[config.mk]
export PLATFORM = sky130hd
export DESIGN_NAME = uart_rx
export DESIGN_NICKNAME = d
export VERILOG_FILES = /design/src/rtl/uart_pkg.sv /design/src/rtl/uart_sync2.sv /design/src/rtl/uart_rx.sv
export SDC_FILE = /design/constraint.sdc
export NUM_CORES = 1
export LEC_CHECK = 0
export CAP_MARGIN = 5
export CORE_MARGIN = 4
export CORE_UTILIZATION = 53
export DETAILED_ROUTE_END_ITERATION = 7
export PLACE_DENSITY_LB_ADDON = 0.12
export REMOVE_ABC_BUFFERS = 1
export SLEW_MARGIN = 10
export SYNTH_ARGS = -nofsm -noshare
export SYNTH_HDL_FRONTEND = slang
export SYNTH_HIERARCHICAL = 1
export SYNTH_SLANG_ARGS = --single-unit
[constraint.sdc]
create_clock -name clock -period 2.5 [get_ports clock]
set_clock_uncertainty 0.1 [all_clocks]
set_input_delay 0.75 -clock clock [delete_from_list [all_inputs] [get_ports clock]]
set_output_delay 0.75 -clock clock [all_outputs]
set_load 0.01 [all_outputs]
[src/rtl/uart_pkg.sv]
// -----------------------------------------------------------------------------
// uart_pkg
// Shared definitions for the UART receiver: receive state enumeration and the
// oversampling / sample-point constants.
//
// Optional feature macro used by uart_rx: UART_RX_MAJORITY_EN
// -----------------------------------------------------------------------------
package uart_pkg;

    typedef enum logic [1:0] {
        ST_IDLE  = 2'd0,
        ST_START = 2'd1,
        ST_DATA  = 2'd2,
        ST_STOP  = 2'd3
    } uart_state_t;

    localparam int OVERSAMPLE = 16;
    localparam int DATA_BITS  = 8;
    localparam int CNT_W      = $clog2(OVERSAMPLE);
    localparam int IDX_W      = $clog2(DATA_BITS);

    // Tick-counter values at which the line is sampled.
    localparam logic [CNT_W-1:0] START_SAMPLE = 4'd7;
    localparam logic [CNT_W-1:0] BIT_SAMPLE   = 4'd15;

endpackage

[src/rtl/uart_sync2.sv]
// -----------------------------------------------------------------------------
// uart_sync2
// Two-flop synchronizer for a single asynchronous input bit.
//
// Parameters:
//   RESET_VAL - value both flops take while reset_n is low
// Ports:
//   clock    in   sampling clock
//   reset_n  in   asynchronous active-low reset
//   d        in   asynchronous input
//   q        out  synchronized output (two clocks of latency)
// -----------------------------------------------------------------------------
module uart_sync2 #(
    parameter logic RESET_VAL = 1'b1
) (
    input  logic clock,
    input  logic reset_n,
    input  logic d,
    output logic q
);

    logic meta;

    always_ff @(posedge clock or negedge reset_n) begin
        if (!reset_n) begin
            meta <= RESET_VAL;
            q    <= RESET_VAL;
        end else begin
            meta <= d;
            q    <= meta;
        end
    end

endmodule

[src/rtl/uart_rx.sv]
// -----------------------------------------------------------------------------
// uart_rx
// 8N1 UART receiver, LSB first, 16x oversampled. The start bit is verified at
// its middle (tick 7), each data bit and the stop bit are sampled 16 ticks
// later. A good stop bit loads the byte into data one clock after the stop
// sample; a low stop bit produces a one-clock framing_error pulse instead.
//
// Optional feature (macro UART_RX_MAJORITY_EN): every sample is the 2-of-3
// majority of rx_s on the current tick and the two preceding ticks. Without the
// macro the sample is rx_s on the current tick.
//
// Ports:
//   clock          in   sole clock
//   reset_n        in   asynchronous active-low reset
//   uart_tick_16x  in   one-clock pulse at 16x baud
//   rx             in   asynchronous serial line, idle high
//   read_ack       in   one-clock pulse, consumer took data
//   data           out  last received byte
//   data_valid     out  byte held in data and not yet acknowledged
//   overrun        out  sticky, unacknowledged byte was overwritten
//   framing_error  out  one-clock pulse, stop bit sampled low
//   state_dbg      out  current receive state (observation only)
//
// Output handshake: data_valid is a level that rises when a byte lands in data
// and falls on the clock after read_ack; a read_ack while data_valid is low is
// ignored. A byte landing in the same clock as read_ack wins (data_valid stays
// high, overrun clears).
// -----------------------------------------------------------------------------
module uart_rx
    import uart_pkg::*;
(
    input  logic                 clock,
    input  logic                 reset_n,
    input  logic                 uart_tick_16x,
    input  logic                 rx,
    input  logic                 read_ack,
    output logic [DATA_BITS-1:0] data,
    output logic                 data_valid,
    output logic                 overrun,
    output logic                 framing_error,
    output uart_state_t          state_dbg
);

    logic rx_s;
    logic sample;

    uart_state_t          state, state_n;
    logic [CNT_W-1:0]     cnt, cnt_n;
    logic [IDX_W-1:0]     idx, idx_n;
    logic [DATA_BITS-1:0] shreg, shreg_n;
    logic                 byte_ok;
    logic                 byte_bad;

    uart_sync2 #(.RESET_VAL(1'b1)) u_sync (
        .clock   (clock),
        .reset_n (reset_n),
        .d       (rx),
        .q       (rx_s)
    );

`ifdef UART_RX_MAJORITY_EN
    // rx_s from the two previous ticks; shifts on every tick in every state so
    // the history is already filled when a sample point arrives.
    logic [1:0] hist;

    always_ff @(posedge clock or negedge reset_n) begin
        if (!reset_n) begin
            hist <= 2'b11;
        end else if (uart_tick_16x) begin
            hist <= {hist[0], rx_s};
        end
    end

    assign sample = (rx_s & hist[0]) | (rx_s & hist[1]) | (hist[0] & hist[1]);
`else
    assign sample = rx_s;
`endif

    // State register and datapath registers.
    always_ff @(posedge clock or negedge reset_n) begin
        if (!reset_n) begin
            state <= ST_IDLE;
            cnt   <= '0;
            idx   <= '0;
            shreg <= '0;
        end else begin
            state <= state_n;
            cnt   <= cnt_n;
            idx   <= idx_n;
            shreg <= shreg_n;
        end
    end

    // Next-state logic. Nothing moves except on a tick.
    always_comb begin
        state_n  = state;
        cnt_n    = cnt;
        idx_n    = idx;
        shreg_n  = shreg;
        byte_ok  = 1'b0;
        byte_bad = 1'b0;

        if (uart_tick_16x) begin
            case (state)
                ST_IDLE: begin
                    if (!rx_s) begin
                        cnt_n   = '0;
                        state_n = ST_START;
                    end
                end

                ST_START: begin
                    if (cnt == START_SAMPLE) begin
                        cnt_n = '0;
                        if (!sample) begin
                            idx_n   = '0;
                            state_n = ST_DATA;
                        end else begin
                            // Start bit did not hold to mid-bit: treat as a glitch.
                            state_n = ST_IDLE;
                        end
                    end else begin
                        cnt_n = cnt + 1'b1;
                    end
                end

                ST_DATA: begin
                    // Free-running wrap 15->0 keeps each bit exactly 16 ticks.
                    cnt_n = cnt + 1'b1;
                    if (cnt == BIT_SAMPLE) begin
                        shreg_n[idx] = sample;
                        idx_n        = idx + 1'b1;
                        if (idx == IDX_W'(DATA_BITS - 1)) begin
                            state_n = ST_STOP;
                        end
                    end
                end

                ST_STOP: begin
                    cnt_n = cnt + 1'b1;
                    if (cnt == BIT_SAMPLE) begin
                        cnt_n    = '0;
                        state_n  = ST_IDLE;
                        byte_ok  = sample;
                        byte_bad = ~sample;
                    end
                end

                default: begin
                    state_n = ST_IDLE;
                end
            endcase
        end
    end

    // Output holding register and status flags.
    always_ff @(posedge clock or negedge reset_n) begin
        if (!reset_n) begin
            data          <= '0;
            data_valid    <= 1'b0;
            overrun       <= 1'b0;
            framing_error <= 1'b0;
        end else begin
            framing_error <= byte_bad;
            if (byte_ok) begin
                data       <= shreg;
                data_valid <= 1'b1;
                // A simultaneous read_ack consumed the old byte, so no overrun.
                overrun    <= ~read_ack & (data_valid | overrun);
            end else if (read_ack && data_valid) begin
                data_valid <= 1'b0;
                overrun    <= 1'b0;
            end
        end
    end

    assign state_dbg = state;

endmodule
# == Yosys cells after proc, flatten, opt, wreduce, memory -nomap -nowiden ==
# Index checks and enable logic that the tools add are counted.
# totals
regBits,30
output_inout_bits,13
# classes
bitwise,4
add_sub_neg,2
n_eq_ne,12
n_mux,27
order_cmp,2
n_reduce_logical,9
# op_table
cell,count
case mux 4 bit (4 select lines),1
two-way mux 2 bit,6
two-way mux 4 bit,3
!= test 2 bit (second input constant),6
two-way mux 1 bit,10
two-way mux 3 bit,3
bitwise mux 8 bit,1
case mux 2 bit (4 select lines),1
case mux 3 bit (2 select lines),1
AND reduction 6 bit,1
AND reduction 5 bit,1
adder 4 x 1 -> 4 bit (second input constant),1
equality test 2 bit (second input constant),2
equality test 4 x 3 -> 1 bit (second input constant),1
equality test 4 bit (second input constant),1
< comparator 3 x 4 -> 1 bit (second input constant),1
nonzero test 2 bit,2
adder 3 x 1 -> 3 bit (second input constant),1
demux 1 bit (select 3 bit),1
equality test 3 bit (second input constant),1
>= comparator 3 x 1 -> 1 bit (second input constant),1
AND reduction 3 bit,1
equality test 2 x 1 -> 1 bit (second input constant),1
logical AND 1 bit,2
other kinds (5),6

# == Logic depth before layout (Yosys ltp) ==
# Gate-level depths: netlist of run 1.
# logic_depth
word_depth,5
ltp_mapped,7
ltp_nobuf,5

# == Cells and area by module ==
# Netlist of run 1, hierarchy kept.
# by_module_without_submodules
module,cells_each,instances,seq_area_each_um2,area_each_um2
uart_rx,112,1,700.7,1353.8
uart_sync2,2,1,52.6,52.6

# == Worst setup path before layout of run 1 ==
# OpenSTA, ideal clock, no wires.
# synth_path
path_kind,input to register
start,input uart_tick_16x
end,register shreg[2]
slack_ps,482
required_ps,2275
path_stages,6
arrival_ps,1793
path_buffers,2
setup_ps,125
cell_sequence,and3_1 buf_6 and3_4 buf_6 and4bb_1 mux2_4
# synth_via
elab_chain_cells,1
# synth_rtl
item,line_no,source
start: declaration,uart_rx.sv:34,"input logic uart_tick_16x,"
AND reduction 3 bit (no source line),--,
end signal: assignment,uart_rx.sv:90,shreg <= shreg_n;
end: declaration,uart_rx.sv:50,"logic [DATA_BITS-1:0] shreg, shreg_n;"
# Every way passes these cells.
# A chain may end at the register's enable or synchronous reset.

==> flow_metrics.tcl, run 1 <==
set metrics [dict create \
    yosys_warnings 6 \
    met2_usage_pct 22.3 \
    tns_ns 0 \
    critPathLaunchType "flip-flop" \
    crit_chain "clkdlybuf4s50_1" \
    synth_seq_cells 30 \
    drt_pass1_iterations 4 \
    synth_edf_count 0 \
    clk_latency_ns 0.33 \
    grt_setup_unrepaired "no" \
    vdd_drop_max_v 0.000554 \
    cp_top_family "buffers and inverters" \
    syn_area_per_cell_um2 12.3 \
    multiInputGateArea_um2 603 \
    post-route-period-util_pct 92.5 \
    tightestPinTransition_ns 0.482 \
    slowest_stage "clkdlybuf4s50_1" \
    dp.cells 159 \
    yosys-top-cells-count "dfrtp_1, mux2_2, nor2_1" \
    grt_pass1_wl_um 4010 \
    max_freq_ghz 0.433 \
    yosys.area.top_type "dfrtp_1" \
    grt_start_max_net_pins 31 \
    grt-ovfl-total 0 \
    dp_hpwl_um 1620 \
    root_buffer "clkbuf_4" \
    die-width_um 59.5 \
    clkSlewWorstSetupHoldPaths_ns 0.09 \
    grt_usage_pct 15.9 \
    cp-end-kind "output port" \
    netlist_area_um2 1410 \
    rows 18 \
    core_region_area_um2 2500 \
    cp.required_ns 1.65 \
    antenna_cells 0 \
    final_area_um2 1660 \
    synthCells 114 \
    synth_top_area_share_pct 49.8 \
    ios 18 \
    maxSlewHeadroom_pct 67.7 \
    cts-buffers-inserted 5 \
    p_leak_nw 0.770 \
    synth.distinct_cells 37 \
    viasPerCell 5.54 \
    start_util_pct 56.3 \
    dpl_cell_area_um2 1600 \
    yosysSeqAreaShare_pct 53.6 \
    postCtsSetupRepairBufs 0 \
    power_density_nw_per_um2 700 \
    yosysMostFrequentCell "dfrtp_1" \
    use_met1_pct 20.8 \
    hold_viol_final 0 \
    drtIter0Drc 14 \
    hp-class "flip-flop to flip-flop" \
    synthArstFlopShare_pct 100 \
    netlist_top_cells_area "dfrtp_1, mux2_2, dfstp_2" \
    final_net_count 144 \
    fillers 185 \
    area_growth_pct 18.1 \
    vias 926 \
    clkSinkCount 30 \
    wl_per_cell_um 14.5 \
    critPathArrivalTime_ns 1.46 \
    setup_viol 0 \
    holdBufCountCts 0 \
    finalMaxSlewViolations 0 \
    die_area_um2 3540 \
    status "finished clean" \
    cp.buffers_inverters 1 \
    antenna_found_initial 0 \
    io_buffers 17 \
    regArea_um2 753 \
    place_congestion 0.841 \
    path_max_fanout 11 \
    final_antenna_net_count 0 \
    cts_tree "done" \
    ys.flop_type "dfrtp_1" \
    routed_wl_um 2420 \
    crit_type "flip-flop to output port" \
    cap_violations 0 \
    final_cells 167 \
    period_minus_slack_ns 2.31 \
    cts_buffer_depth 2 \
    grt_pass1_vias 878 \
    ctsResizeCount 0 \
    die_h_um 59.5 \
    h-tree-depth 2 \
    cpPeakStageDelay_ns 0.61 \
    drc_errors 0 \
    grt_use_met3_pct 6.54 \
    busiest_layer "met2" \
    drive_above_1_share_pct 25.5 \
]
-- cell type report --
cell class | count | share of cell area [%]
clock buffers | 6 | 3.09
well taps | 30 | 2.26
clock inverters | 2 | 0.753
inverters | 3 | 0.678
repair buffers | 20 | 11.6
flip-flops and latches | 30 | 45.3
multi-input cells | 76 | 36.3
-- layer usage --
metal	vias to the layer above	wire, um
li1	462	-
met3	4	111
met2	17	1100
met1	443	1160
met4	0	40
met5	-	0
-- cell usage in the layout (no fill, tap or decap), types with 2 or more instances in the layout --
cell type,n
inv_1,3
a211oi_1,2
mux2_1,2
nand3_1,5
clkbuf_4,5
nand4_1,2
a21oi_1,3
dfstp_2,2
mux2i_1,2
mux2_2,14
mux2_4,2
dfrtp_1,28
and3_1,2
clkdlybuf4s50_1,17
nor2_1,10
buf_4,3
ha_1,3
nand2_1,5
nand4b_1,3
o21ai_0,5
-- worst reg2reg max path, cell delays in order (launching register included) --
cell and delay [ns]:
dfrtp_1 0.38, ha_1 0.23, and3_1 0.19, and3_4 0.26
and4bb_2 0.24, mux2_2 0.32
-- kinds of logic after synthesis --
family          share of synthesized area (%)
buf+inv                                  3.56
compound gates                           8.10
mux                                      16.4
fa+ha+maj                                2.67
simple gates                             15.7
flops                                    53.6
-- state kept, by name (all words and copies together), names as in the netlist, named ones only --
signal	flops
data_valid	1
cnt	4
u_sync/q	1
state_dbg	1
overrun	1
shreg	8
data	8
framing_error	1
idx	3
u_sync/meta	1
-- stage by stage --
step / util, % / hold WS (ns) / setup slack [ns] / total power, mW
2_1_floorplan: - / 0.245 / 0.485 / 0.770
3_3_place_gp: 63.9 / 0.251 / 0.0684 / 0.858
6_report: 66.5 / 0.265 / 0.188 / 1.16
4_1_cts: 66.5 / 0.266 / 0.174 / 1.17
5_1_grt: 66.5 / 0.268 / 0.0836 / 1.23
3_5_place_dp: 63.9 / 0.253 / 0.0561 / 0.868
-- where the power goes --
part / switching (mW) / internal (mW)
clock: 0.169 / 0.135
sequential: 0.0803 / 0.536
combinational: 0.110 / 0.132
-- final timing paths --
kind                            cells after the start  slack, ns   startpoint           end
worst max-delay path                                1       0.19    flip-flop  state_dbg[1]
worst min-delay path                                0       0.26  u_sync/meta      u_sync/q
max in group asynchronous                           2       1.30      reset_n      u_sync/q
worst max register to register                      5       0.68       cnt[0]      shreg[1]
min in group asynchronous                           2       0.69      reset_n       data[7]
worst min register to register                      0       0.26  u_sync/meta      u_sync/q
Note: power is estimated with default switching activity, not from simulation.
==> run 2, diff against run 1 <==
Settings changed: ABC_AREA set to 0, TNS_END_PERCENT set to 20.
==> results of run 2 <==
Final layout, timing and power as in run 1 (identical DEF).
==> run 3, diff against run 2 <==
Clock period 2.5 ns to 2.18 ns, I/O delays scaled along.
==> run 3 against run 2 <==
Core utilization is 0.65 points higher. Count of clock-buffer cells in the layout is 1 higher. Non-clock buffer count is 2 higher. Die area unchanged. Global-route usage up 1.0 points. Flip-flop and latch count unchanged. Wire length is 2.6% higher. Critical endpoint is now state_dbg[0]. Cell area is 0.98% higher. Critical path depth did not move. Via count increased by 1.9%. Sequential power rose by 15%. Worst setup slack got worse by 0.066 ns.
==> flow_metrics.tcl, run 3 (same netlist as run 1, synthesis figures left out) <==
set metrics [dict create \
    antenna_found_initial 0 \
    die_h_um 59.5 \
    area_growth_pct 19.3 \
    max_freq_ghz 0.486 \
    r2r_cells 5 \
    top_regs "data: 8 flops, shreg: 8 flops, cnt: 4 flops" \
    p_clk_share_pct 25.3 \
    drt_pass1_iterations 4 \
    ios 18 \
    rows 18 \
    tightestPinTransition_ns 0.370 \
    grt_setup_unrepaired "no" \
    maxSlewHeadroom_pct 75.3 \
    crit_cells 1 \
    status "finished clean" \
    crit_type "flip-flop to output port" \
    grt_start_max_net_pins 31 \
    post-route-period-util_pct 94.4 \
    slowest_stage "clkdlybuf4s50_1" \
    cap_violations 0 \
    finalMaxSlewViolations 0 \
    cp.required_ns 1.43 \
    cts-buffers-inserted 5 \
    wl_met1_um 1150 \
    h-tree-depth 2 \
    dp_hpwl_um 1740 \
    power_density_nw_per_um2 791 \
    die_area_um2 3540 \
    cp-end-kind "output port" \
    worstReg2RegStart "cnt[0]" \
    layout_common_cells "dfrtp_1, clkdlybuf4s50_1, mux2_2, nor2_1" \
    cp_top_family "buffers and inverters" \
    final_net_count 146 \
    drc_errors 0 \
    path_max_fanout 8 \
    io_buffers 17 \
    period_minus_slack_ns 2.06 \
    antenna_cells 0 \
    viasPerCell 5.59 \
    r2r_setup_slack_ns 0.38 \
    clkSinkCount 30 \
    postCtsSetupRepairBufs 0 \
    final_common_cell "dfrtp_1" \
    critPathArrivalTime_ns 1.30 \
    vdd_drop_max_v 0.000575 \
    grt_pass1_vias 948 \
    clkSlewWorstSetupHoldPaths_ns 0.09 \
    fillers 194 \
    hold_viol_final 0 \
    grt_pass1_wl_um 4270 \
    cpPeakStageDelay_ns 0.55 \
    wl_met2_um 1160 \
    final_antenna_net_count 0 \
    start_util_pct 56.3 \
    dr_wl_met3_um 115 \
    place_congestion 0.824 \
    root_buffer "clkbuf_4" \
    power_frac_comb_pct 21.4 \
    crit_chain "clkdlybuf4s50_1" \
    top_layer_used "met4" \
    grt_usage_pct 16.9 \
    holdBufCountCts 0 \
    cts_buffer_depth 2 \
    critPathLaunchType "flip-flop" \
    p_switching_mw 0.397 \
    swShare_pct 29.9 \
    cts_tree "done" \
    hp-class "flip-flop to flip-flop" \
    worst_hold_slack_ns 0.261 \
    clk_latency_ns 0.32 \
    critPathLaunch "state_dbg[0]" \
    drive_above_1_share_pct 27.3 \
    cellInternalPower_mw 0.929 \
    vias 944 \
    p_total_mw 1.33 \
    seq_power_share_pct 53.3 \
    drtIter0Drc 10 \
    wl_per_cell_um 14.7 \
    p_leak_nw 0.788 \
    die-width_um 59.5 \
    grt-ovfl-total 0 \
    cp.buffers_inverters 1 \
    routed_wl_um 2480 \
    setup_viol 0 \
    endpoint "state_dbg[0]" \
    core_region_area_um2 2500 \
    r2r-end "shreg[1]" \
]
## run 3: cell count changes in the layout (fill, tap and decap cells not counted), sizes merged
cell and change:
clkinvlp -1, dlymetal6s2s +1, clkdlybuf4s50 -1, buf +2, clkbuf +1
## run 3: power by group through the flow
stage / clock network (mW) / registers, mW / logic, mW
after floorplan: 0 / 0.701 / 0.182
after global placement: 0 / 0.711 / 0.280
after detailed placement: 0 / 0.714 / 0.287
after CTS: 0.353 / 0.706 / 0.288
after global routing: 0.382 / 0.728 / 0.319
final: 0.336 / 0.708 / 0.284
## run 3: cell type report
cell class / count / area [um^2] / area share, %
Sequential cell: 30 / 756 / 45.0
Multi-Input combinational cell: 76 / 603 / 35.9
Timing Repair Buffer: 22 / 210 / 12.5
Clock buffer: 7 / 55.1 / 3.28
Tap cell: 30 / 37.5 / 2.24
Inverter: 3 / 11.3 / 0.671
Clock inverter: 1 / 5.00 / 0.298
## run 3: timing repair
action,4_1_cts,5_1_grt
gates cloned,0,0
gates resized for setup,1,2
hold endpoints to repair,0,0
setup endpoints to repair,1,2
## run 3: how the worst min path moves through the flow
stage,start,to,depth (start not counted)
after floorplan,u_sync/meta,u_sync/q,0
after global placement,u_sync/meta,u_sync/q,0
after detailed placement,u_sync/meta,u_sync/q,0
after global routing,u_sync/meta,u_sync/q,0
final,u_sync/meta,u_sync/q,0
after CTS,u_sync/meta,u_sync/q,0
## run 3: layer usage
metal	vias up	GRT usage (%)
li1	462	-
met1	457	20.6
met2	17	26.1
met3	8	5.88
met4	0	9.49
met5	-	0
## run 3: stage by stage
| step | worst slack (ns) | area, um^2 | setup TNS (ns) | util [%] | cells |
|---|---|---|---|---|---|
| 4_1_cts | 0.0414 | 1670 | 0 | 67.0 | 169 |
| 5_1_grt | 0.0451 | 1680 | 0 | 67.1 | 169 |
| 3_5_place_dp | -0.160 | 1610 | -1.13 | 64.5 | 161 |
| 6_report | 0.122 | 1680 | 0 | 67.1 | 169 |
| 2_1_floorplan | 0.261 | 1370 | 0 | - | 109 |
| 3_3_place_gp | -0.134 | 1610 | -1.02 | 64.5 | 161 |
